==> src/rtl/pc_fetch_ctrl_pkg.sv <==
// Shared pipeline definitions for the F-stage fetch controller: FSM states and fetch constants.
// Used by pc_fetch_ctrl, fetch_hold_buf and their testbench.
package pc_fetch_ctrl_pkg;

    typedef enum logic [1:0] {
        IDLE,
        REQ,
        HOLD
    } fetch_state_t;

    localparam logic [31:0] RESET_PC_DEFAULT = 32'h0000_3000;
    localparam logic [31:0] INSTR_NOP        = 32'h0000_0000;

endpackage

==> src/rtl/pc_fetch_ctrl_if.sv <==
// Fetch-stage bus bundle: hazard/redirect inputs, imem req/ack port and the F/D register outputs.
// Optional fd_adel signal exists only when FETCH_ADEL_EN is defined.
interface pc_fetch_ctrl_if #(
    parameter int ADDR_W = 32
);

    logic              stall;
    logic              redirect_valid;
    logic [ADDR_W-1:0] redirect_pc;
    logic              imem_req;
    logic [ADDR_W-1:0] imem_addr;
    logic              imem_ack;
    logic [31:0]       imem_rdata;
    logic              fd_valid;
    logic [ADDR_W-1:0] fd_pc;
    logic [31:0]       fd_instr;
`ifdef FETCH_ADEL_EN
    logic              fd_adel;

    modport master (
        input  stall, redirect_valid, redirect_pc, imem_ack, imem_rdata,
        output imem_req, imem_addr, fd_valid, fd_pc, fd_instr, fd_adel
    );

    modport slave (
        output stall, redirect_valid, redirect_pc, imem_ack, imem_rdata,
        input  imem_req, imem_addr, fd_valid, fd_pc, fd_instr, fd_adel
    );
`else
    modport master (
        input  stall, redirect_valid, redirect_pc, imem_ack, imem_rdata,
        output imem_req, imem_addr, fd_valid, fd_pc, fd_instr
    );

    modport slave (
        output stall, redirect_valid, redirect_pc, imem_ack, imem_rdata,
        input  imem_req, imem_addr, fd_valid, fd_pc, fd_instr
    );
`endif

endinterface

==> src/rtl/pc_fetch_ctrl_hold_buf.sv <==
// One-entry {pc, instr} buffer that parks an instruction acked while the pipeline is stalled.
module fetch_hold_buf
    import pc_fetch_ctrl_pkg::*;
#(
    parameter int ADDR_W = 32
) (
    input  logic              clk,
    input  logic              reset,
    input  logic              load_i,
    input  logic              clear_i,
    input  logic [ADDR_W-1:0] pc_i,
    input  logic [31:0]       instr_i,
    output logic              valid_o,
    output logic [ADDR_W-1:0] pc_o,
    output logic [31:0]       instr_o
);

    logic              valid_q;
    logic [ADDR_W-1:0] pc_q;
    logic [31:0]       instr_q;

    // Load wins over clear; the controller never requests both in one cycle.
    always_ff @(posedge clk or posedge reset) begin
        if (reset) begin
            valid_q <= 1'b0;
            pc_q    <= '0;
            instr_q <= INSTR_NOP;
        end else if (load_i) begin
            valid_q <= 1'b1;
            pc_q    <= pc_i;
            instr_q <= instr_i;
        end else if (clear_i) begin
            valid_q <= 1'b0;
        end
    end

    assign valid_o = valid_q;
    assign pc_o    = pc_q;
    assign instr_o = instr_q;

endmodule

==> src/rtl/pc_fetch_ctrl.sv <==
// F-stage PC register and fetch sequencer with delay-slot-preserving redirects.
// Define FETCH_ADEL_EN to flag misaligned PCs via fd_adel instead of forcing PC[1:0] to zero.
module pc_fetch_ctrl
    import pc_fetch_ctrl_pkg::*;
#(
    parameter int                ADDR_W   = 32,
    parameter logic [ADDR_W-1:0] RESET_PC = ADDR_W'(RESET_PC_DEFAULT)
) (
    input logic             clk,
    input logic             reset,
    pc_fetch_ctrl_if.master bus
);

`ifdef FETCH_ADEL_EN
    localparam logic [ADDR_W-1:0] LOAD_MASK = '1;
`else
    localparam logic [ADDR_W-1:0] LOAD_MASK = ~ADDR_W'(3);
`endif
    localparam logic [ADDR_W-1:0] RESET_PC_EFF = RESET_PC & LOAD_MASK;

    fetch_state_t      state_q;
    logic [ADDR_W-1:0] pc_q, pc_d;
    logic [ADDR_W-1:0] pend_pc_q, pend_pc_d;
    logic              pend_valid_q, pend_valid_d;
    logic              fd_valid_q;
    logic [ADDR_W-1:0] fd_pc_q;
    logic [31:0]       fd_instr_q;

    logic              misaligned;
    logic              deliverMem, deliverBuf, deliverAdel, advance, captureBuf;
    logic              bufValid;
    logic [ADDR_W-1:0] bufPc;
    logic [31:0]       bufInstr;

`ifdef FETCH_ADEL_EN
    logic fd_adel_q;
    assign misaligned  = (pc_q[1:0] != 2'b00);
    assign bus.fd_adel = fd_adel_q;
`else
    assign misaligned = 1'b0;
`endif

    assign bus.imem_req  = (state_q == REQ) && !misaligned;
    assign bus.imem_addr = pc_q;
    assign bus.fd_valid  = fd_valid_q;
    assign bus.fd_pc     = fd_pc_q;
    assign bus.fd_instr  = fd_instr_q;

    fetch_hold_buf #(.ADDR_W(ADDR_W)) u_hold_buf (
        .clk     (clk),
        .reset   (reset),
        .load_i  (captureBuf),
        .clear_i (deliverBuf),
        .pc_i    (pc_q),
        .instr_i (bus.imem_rdata),
        .valid_o (bufValid),
        .pc_o    (bufPc),
        .instr_o (bufInstr)
    );

    // A redirect that cannot be applied yet is parked so the delay-slot fetch still completes.
    always_comb begin
        deliverMem   = (state_q == REQ) && !misaligned && bus.imem_ack && !bus.stall;
        deliverBuf   = (state_q == HOLD) && bufValid && !bus.stall;
        deliverAdel  = (state_q == REQ) && misaligned && !bus.stall;
        captureBuf   = (state_q == REQ) && !misaligned && bus.imem_ack && bus.stall;
        advance      = deliverMem || deliverBuf || deliverAdel;
        pc_d         = pc_q;
        pend_valid_d = pend_valid_q;
        pend_pc_d    = pend_pc_q;
        if (advance) begin
            if (bus.redirect_valid) begin
                pc_d = bus.redirect_pc & LOAD_MASK;
            end else if (pend_valid_q) begin
                pc_d = pend_pc_q;
            end else begin
                pc_d = pc_q + ADDR_W'(4);
            end
            pend_valid_d = 1'b0;
        end else if (bus.redirect_valid && !bus.stall) begin
            pend_valid_d = 1'b1;
            pend_pc_d    = bus.redirect_pc & LOAD_MASK;
        end
    end

    always_ff @(posedge clk or posedge reset) begin
        if (reset) begin
            pc_q         <= RESET_PC_EFF;
            pend_valid_q <= 1'b0;
            pend_pc_q    <= '0;
        end else begin
            pc_q         <= pc_d;
            pend_valid_q <= pend_valid_d;
            pend_pc_q    <= pend_pc_d;
        end
    end

    // FSM and F/D register; a stalled pipeline freezes fd_*, otherwise a non-delivery is a bubble.
    always_ff @(posedge clk or posedge reset) begin
        if (reset) begin
            state_q    <= IDLE;
            fd_valid_q <= 1'b0;
            fd_pc_q    <= RESET_PC_EFF;
            fd_instr_q <= INSTR_NOP;
`ifdef FETCH_ADEL_EN
            fd_adel_q  <= 1'b0;
`endif
        end else begin
            case (state_q)
                IDLE:    state_q <= REQ;
                REQ:     if (captureBuf) state_q <= HOLD;
                HOLD:    if (!bus.stall) state_q <= REQ;
                default: state_q <= IDLE;
            endcase
            if (advance) begin
                fd_valid_q <= 1'b1;
                fd_pc_q    <= deliverBuf ? bufPc : pc_q;
                if (deliverMem) begin
                    fd_instr_q <= bus.imem_rdata;
                end else if (deliverBuf) begin
                    fd_instr_q <= bufInstr;
                end else begin
                    fd_instr_q <= INSTR_NOP;
                end
`ifdef FETCH_ADEL_EN
                fd_adel_q  <= deliverAdel;
`endif
            end else if (!bus.stall) begin
                fd_valid_q <= 1'b0;
`ifdef FETCH_ADEL_EN
                fd_adel_q  <= 1'b0;
`endif
            end
        end
    end

endmodule

==> src/flat_wrapper.sv <==
// flat-port wrapper written by rule: the top's interface ports become plain ports
module pc_fetch_ctrl_flat import pc_fetch_ctrl_pkg::*;
#(
    parameter int                ADDR_W   = 32,
    parameter logic [ADDR_W-1:0] RESET_PC = ADDR_W'(RESET_PC_DEFAULT)
)
  (clk, reset, bus_stall, bus_redirect_valid, bus_redirect_pc, bus_imem_ack, bus_imem_rdata, bus_imem_req, bus_imem_addr, bus_fd_valid, bus_fd_pc, bus_fd_instr);
  pc_fetch_ctrl_if #(.ADDR_W(ADDR_W)) bus_i ();
  input logic clk;
  input logic reset;
  input wire logic [$bits(bus_i.stall)-1:0] bus_stall;
  input wire logic [$bits(bus_i.redirect_valid)-1:0] bus_redirect_valid;
  input wire logic [$bits(bus_i.redirect_pc)-1:0] bus_redirect_pc;
  input wire logic [$bits(bus_i.imem_ack)-1:0] bus_imem_ack;
  input wire logic [$bits(bus_i.imem_rdata)-1:0] bus_imem_rdata;
  output wire logic [$bits(bus_i.imem_req)-1:0] bus_imem_req;
  output wire logic [$bits(bus_i.imem_addr)-1:0] bus_imem_addr;
  output wire logic [$bits(bus_i.fd_valid)-1:0] bus_fd_valid;
  output wire logic [$bits(bus_i.fd_pc)-1:0] bus_fd_pc;
  output wire logic [$bits(bus_i.fd_instr)-1:0] bus_fd_instr;
  assign bus_i.stall = bus_stall;
  assign bus_i.redirect_valid = bus_redirect_valid;
  assign bus_i.redirect_pc = bus_redirect_pc;
  assign bus_i.imem_ack = bus_imem_ack;
  assign bus_i.imem_rdata = bus_imem_rdata;
  assign bus_imem_req = bus_i.imem_req;
  assign bus_imem_addr = bus_i.imem_addr;
  assign bus_fd_valid = bus_i.fd_valid;
  assign bus_fd_pc = bus_i.fd_pc;
  assign bus_fd_instr = bus_i.fd_instr;
  pc_fetch_ctrl #(.ADDR_W(ADDR_W), .RESET_PC(RESET_PC)) u_core (.clk(clk), .reset(reset), .bus(bus_i));
endmodule
==> config.mk <==
export PLATFORM = sky130hd
export DESIGN_NAME = pc_fetch_ctrl_flat
export DESIGN_NICKNAME = d
export VERILOG_FILES = /design/src/rtl/pc_fetch_ctrl_pkg.sv /design/src/rtl/pc_fetch_ctrl_if.sv /design/src/rtl/pc_fetch_ctrl_hold_buf.sv /design/src/rtl/pc_fetch_ctrl.sv /design/src/flat_wrapper.sv
export SDC_FILE = /design/constraint.sdc
export NUM_CORES = 1
export LEC_CHECK = 0
export ABC_AREA = 1
export ABC_CLOCK_PERIOD_IN_PS = 13800
export BUFFER_PORTS_ARGS = -buffer_cell sky130_fd_sc_hd__buf_2
export CAP_MARGIN = 20
export CORE_MARGIN = 1.5
export CORE_UTILIZATION = 55
export CTS_BUF_LIST = sky130_fd_sc_hd__clkbuf_4 sky130_fd_sc_hd__clkbuf_8 sky130_fd_sc_hd__clkbuf_16
export DETAILED_ROUTE_END_ITERATION = 8
export PLACE_DENSITY_LB_ADDON = 0.2
export SLEW_MARGIN = 15
export SYNTH_ARGS = -nofsm -noshare
export SYNTH_HDL_FRONTEND = slang
export SYNTH_SLANG_ARGS = --single-unit
==> constraint.sdc <==
create_clock -name clk -period 13.8 [get_ports clk]
set_input_delay 0.69 -clock clk [delete_from_list [all_inputs] [get_ports clk]]
set_output_delay 0.69 -clock clk [all_outputs]
set_load 0.02 [all_outputs]
==> results.yml <==
pwr:
  p_sw_mw: 0.988
  p_comb_share_pct: 37.3
  p_per_area_nw_per_um2: 235
  ir_drop_mv: 0.105
  p_sw_share_pct: 41.0
  p_leak_nw: 5.05
  finalPower_mw: 2.41
  seqPwrFrac_pct: 41.1
  power_frac_clock_pct: 21.5
  intPower_mw: 1.42
sta:
  setup_tns_ps: 0
  rsz0062_at_grt: "no"
  setup_viol: 0
  hold_viol_final: 0
  finalCritPeriodShare_pct: 14.5
  finClkSkew_ps: 6.88
  fmax_mhz: 499
  tightest_slew_ps: 827
  setup_ws_ps: 11800
  slew_violations: 0
  min_period_ps: 2000
  fin_hold_ws_ps: 346
  relSlewSlack_pct: 44.9
synth:
  synth_cell_types: 33
  yosysSeqAreaShare_pct: 53.7
  synth_async_sr_flop_share_pct: 100
  synth_ff_type: "dfrtp_1"
  synth_area_per_cell_um2: 8.50
  synth_top_area_cell: "dfrtp_1"
  synth_area_um2: 8810
  synthDominantCellAreaShare_pct: 52.5
  synth-seq-cells: 189
  synth_edf_count: 0
  ys_warn_count: 0
  synthCells: 1037
  yosys-top-cells-area: "dfrtp_1 53%, nand2_1 9.6%, nor2_1 6.6%"
outcome:
  outcome: "finished clean"
setup_path:
  path_cells: "buf_2 -> buf_4 -> nand3_4 -> o21ai_1"
  cp_slowest_cell: "nand3_4"
  startpoint_type: "input pin"
  r2r_end: "u_core.u_hold_buf.instr_o[5]"
  crit_required_ps: 14120
  cp-endpoint: "u_core.pend_pc_q[2]"
  slowest_delay_ps: 650
  r2r-start: "u_core.state_q[0]"
  regToRegSetupSlack_ps: 11800
  timing.critical_path.from: "bus_redirect_valid"
  path_buf_inv: 2
  reg2reg_depth: 5
  cp_data_arrival_time_ps: 2330
  end_kind: "flop"
  crit_type: "input pin to flop"
  cp.depth: 4
  critPathTopFamily: "simple AND/OR/NAND/NOR gates"
  path_max_fanout: 61
global_routing:
  grt_usage_pct: 26.6
  first_global_vias: 6900
  grt_max_degree: 94
  grt.overflow.total: 0
  grt_pass1_wl_um: 34700
  antenna_found_initial: 0
layout:
  drive_above_1_share_pct: 21.3
  syn_to_final_growth_pct: 16.5
  finish.utilization_pct: 65.1
  layout_commonest_cell: "nand2_1"
  most-common-layout-cells: "225 x nand2_1, 185 x dfrtp_1, 160 x buf_2"
  final_area_um2: 10300
  nNetsFinal: 1237
  diodes: 0
  fillers: 1389
  fin_cells: 1396
routing:
  firstDrtPassIters: 7
  drcViolationCount: 0
  dr.first_iter.drc_count: 692
  drt-wirelength-per-cell_um: 15.3
  routed_wl_um: 21400
  via_per_inst: 5.27
  vias: 7354
  ant_nets: 0
clock_tree:
  cts_setup_buffers: 0
  numCtsBuffers: 17
  cts.reportedPaths.clkPinSlew_ps: 70
  cts.repair.resized: 0
  cts_root_buf: "clkbuf_16"
  clk_path_buf_depth: 2
  cts_sinks: 189
  worstSkewPairLatency_ps: 430
  cts_tree: "done"
  cts_hold_buf: 0
  cts_htree_levels: 4
placement:
  post-place-ws_ps: 11350
  port_buffers: 160
  dp.cells: 1364
  place_area_um2: 9640
  place_congestion: 0.952
  dp_hpwl_um: 14100
hold_path:
  hp-class: "input pin to async pin"
flow_run:
  drv_cap: 0
die:
  die_h_um: 130
  die_w_um: 130
  start_util_pct: 55.9
  pin_count: 167
  core_um2: 15800
  die-area_um2: 16800
  num_rows: 46
## cell type report
| type | count | area [um^2] | area share [%] |
|---|---|---|---|
| sequential | 189 | 4730 | 46.1 |
| multi-input combinational | 718 | 3490 | 34.0 |
| timing repair buffer | 169 | 868 | 8.46 |
| clock buffer | 20 | 467 | 4.55 |
| inverter | 72 | 275 | 2.68 |
| tap | 216 | 270 | 2.63 |
| clock inverter | 12 | 156 | 1.52 |
## worst reg2reg max path, stage by stage, from the launching register on
cell	delay [ps]
dfrtp_1	410
inv_1	120
nor2_4	60
nand3_4	150
buf_4	670
mux2_2	480
## layer usage
metal	vias up	share of wire [%]	global-route usage, %
met2	225	47	42.0
met1	3444	46	37.7
li1	3655	-	-
met3	30	5.3	4.00
met5	-	0	0
met4	0	2.0	9.15
## state kept, by name (all words and copies together), names as in the netlist
name / count
u_core.pend_pc_q: 30
u_core.pend_valid_q: 1
u_core.bus.fd_valid: 1
u_core.bus.fd_pc: 30
u_core.u_hold_buf.instr_o: 32
u_core.u_hold_buf.pc_o: 30
u_core.state_q: 2
u_core.bus.fd_instr: 32
u_core.u_hold_buf.valid_o: 1
u_core.bus.imem_addr: 30
## cell families after synthesis
logic type / after synthesis / share of synthesized area, %
simple gates: 428 / 19.5
compound gates: 245 / 14.7
flops: 189 / 53.7
buf+inv: 133 / 6.96
mux: 32 / 4.09
xor+xnor: 8 / 0.795
fa+ha+maj: 1 / 0.142
other cells: 1 / 0.0426
## power by group through the flow
| stage | Combinational (mW) | Sequential (mW) | Clock, mW |
|---|---|---|---|
| 2_1_floorplan | 0.479 | 1.12 | 0 |
| 3_5_place_dp | 0.900 | 0.998 | 0 |
| 5_1_grt | 1.01 | 1.03 | 0.545 |
| 3_3_place_gp | 0.883 | 0.987 | 0 |
| 4_1_cts | 0.906 | 0.990 | 0.523 |
| 6_report | 0.900 | 0.991 | 0.519 |
## how the worst min path moves through the flow
stage	start	to	slack, ps	depth (start not counted)
finish	reset	u_core.bus.fd_instr[30]	350	2
global route	reset	u_core.u_hold_buf.pc_o[7]	420	2
detailed placement	u_core.bus.fd_pc[30]	u_core.bus.fd_pc[30]	460	2
CTS	reset	u_core.bus.fd_instr[30]	390	2
global placement	u_core.bus.fd_pc[5]	u_core.bus.fd_pc[5]	460	2
floorplan	u_core.u_hold_buf.valid_o	u_core.u_hold_buf.valid_o	440	2
## synthesized netlist by cell type (2+ instances only)
cell type  instances
a22oi_1           10
nand2_1          225
o211ai_1           2
nor2_4             4
mux2_2            32
clkbuf_8           3
buf_6              2
xor2_1             8
inv_1             69
dfstp_2            4
and2_1             2
o21ai_0          111
buf_4              7
clkbuf_1          24
inv_2              3
nor2_1           155
a21oi_1           64
nand3_1           37
buf_1              2
o22ai_1           32
dfrtp_1          185
o21ai_1           25
buf_2             21
No activity file was read; power rests on OpenSTA's default activity.
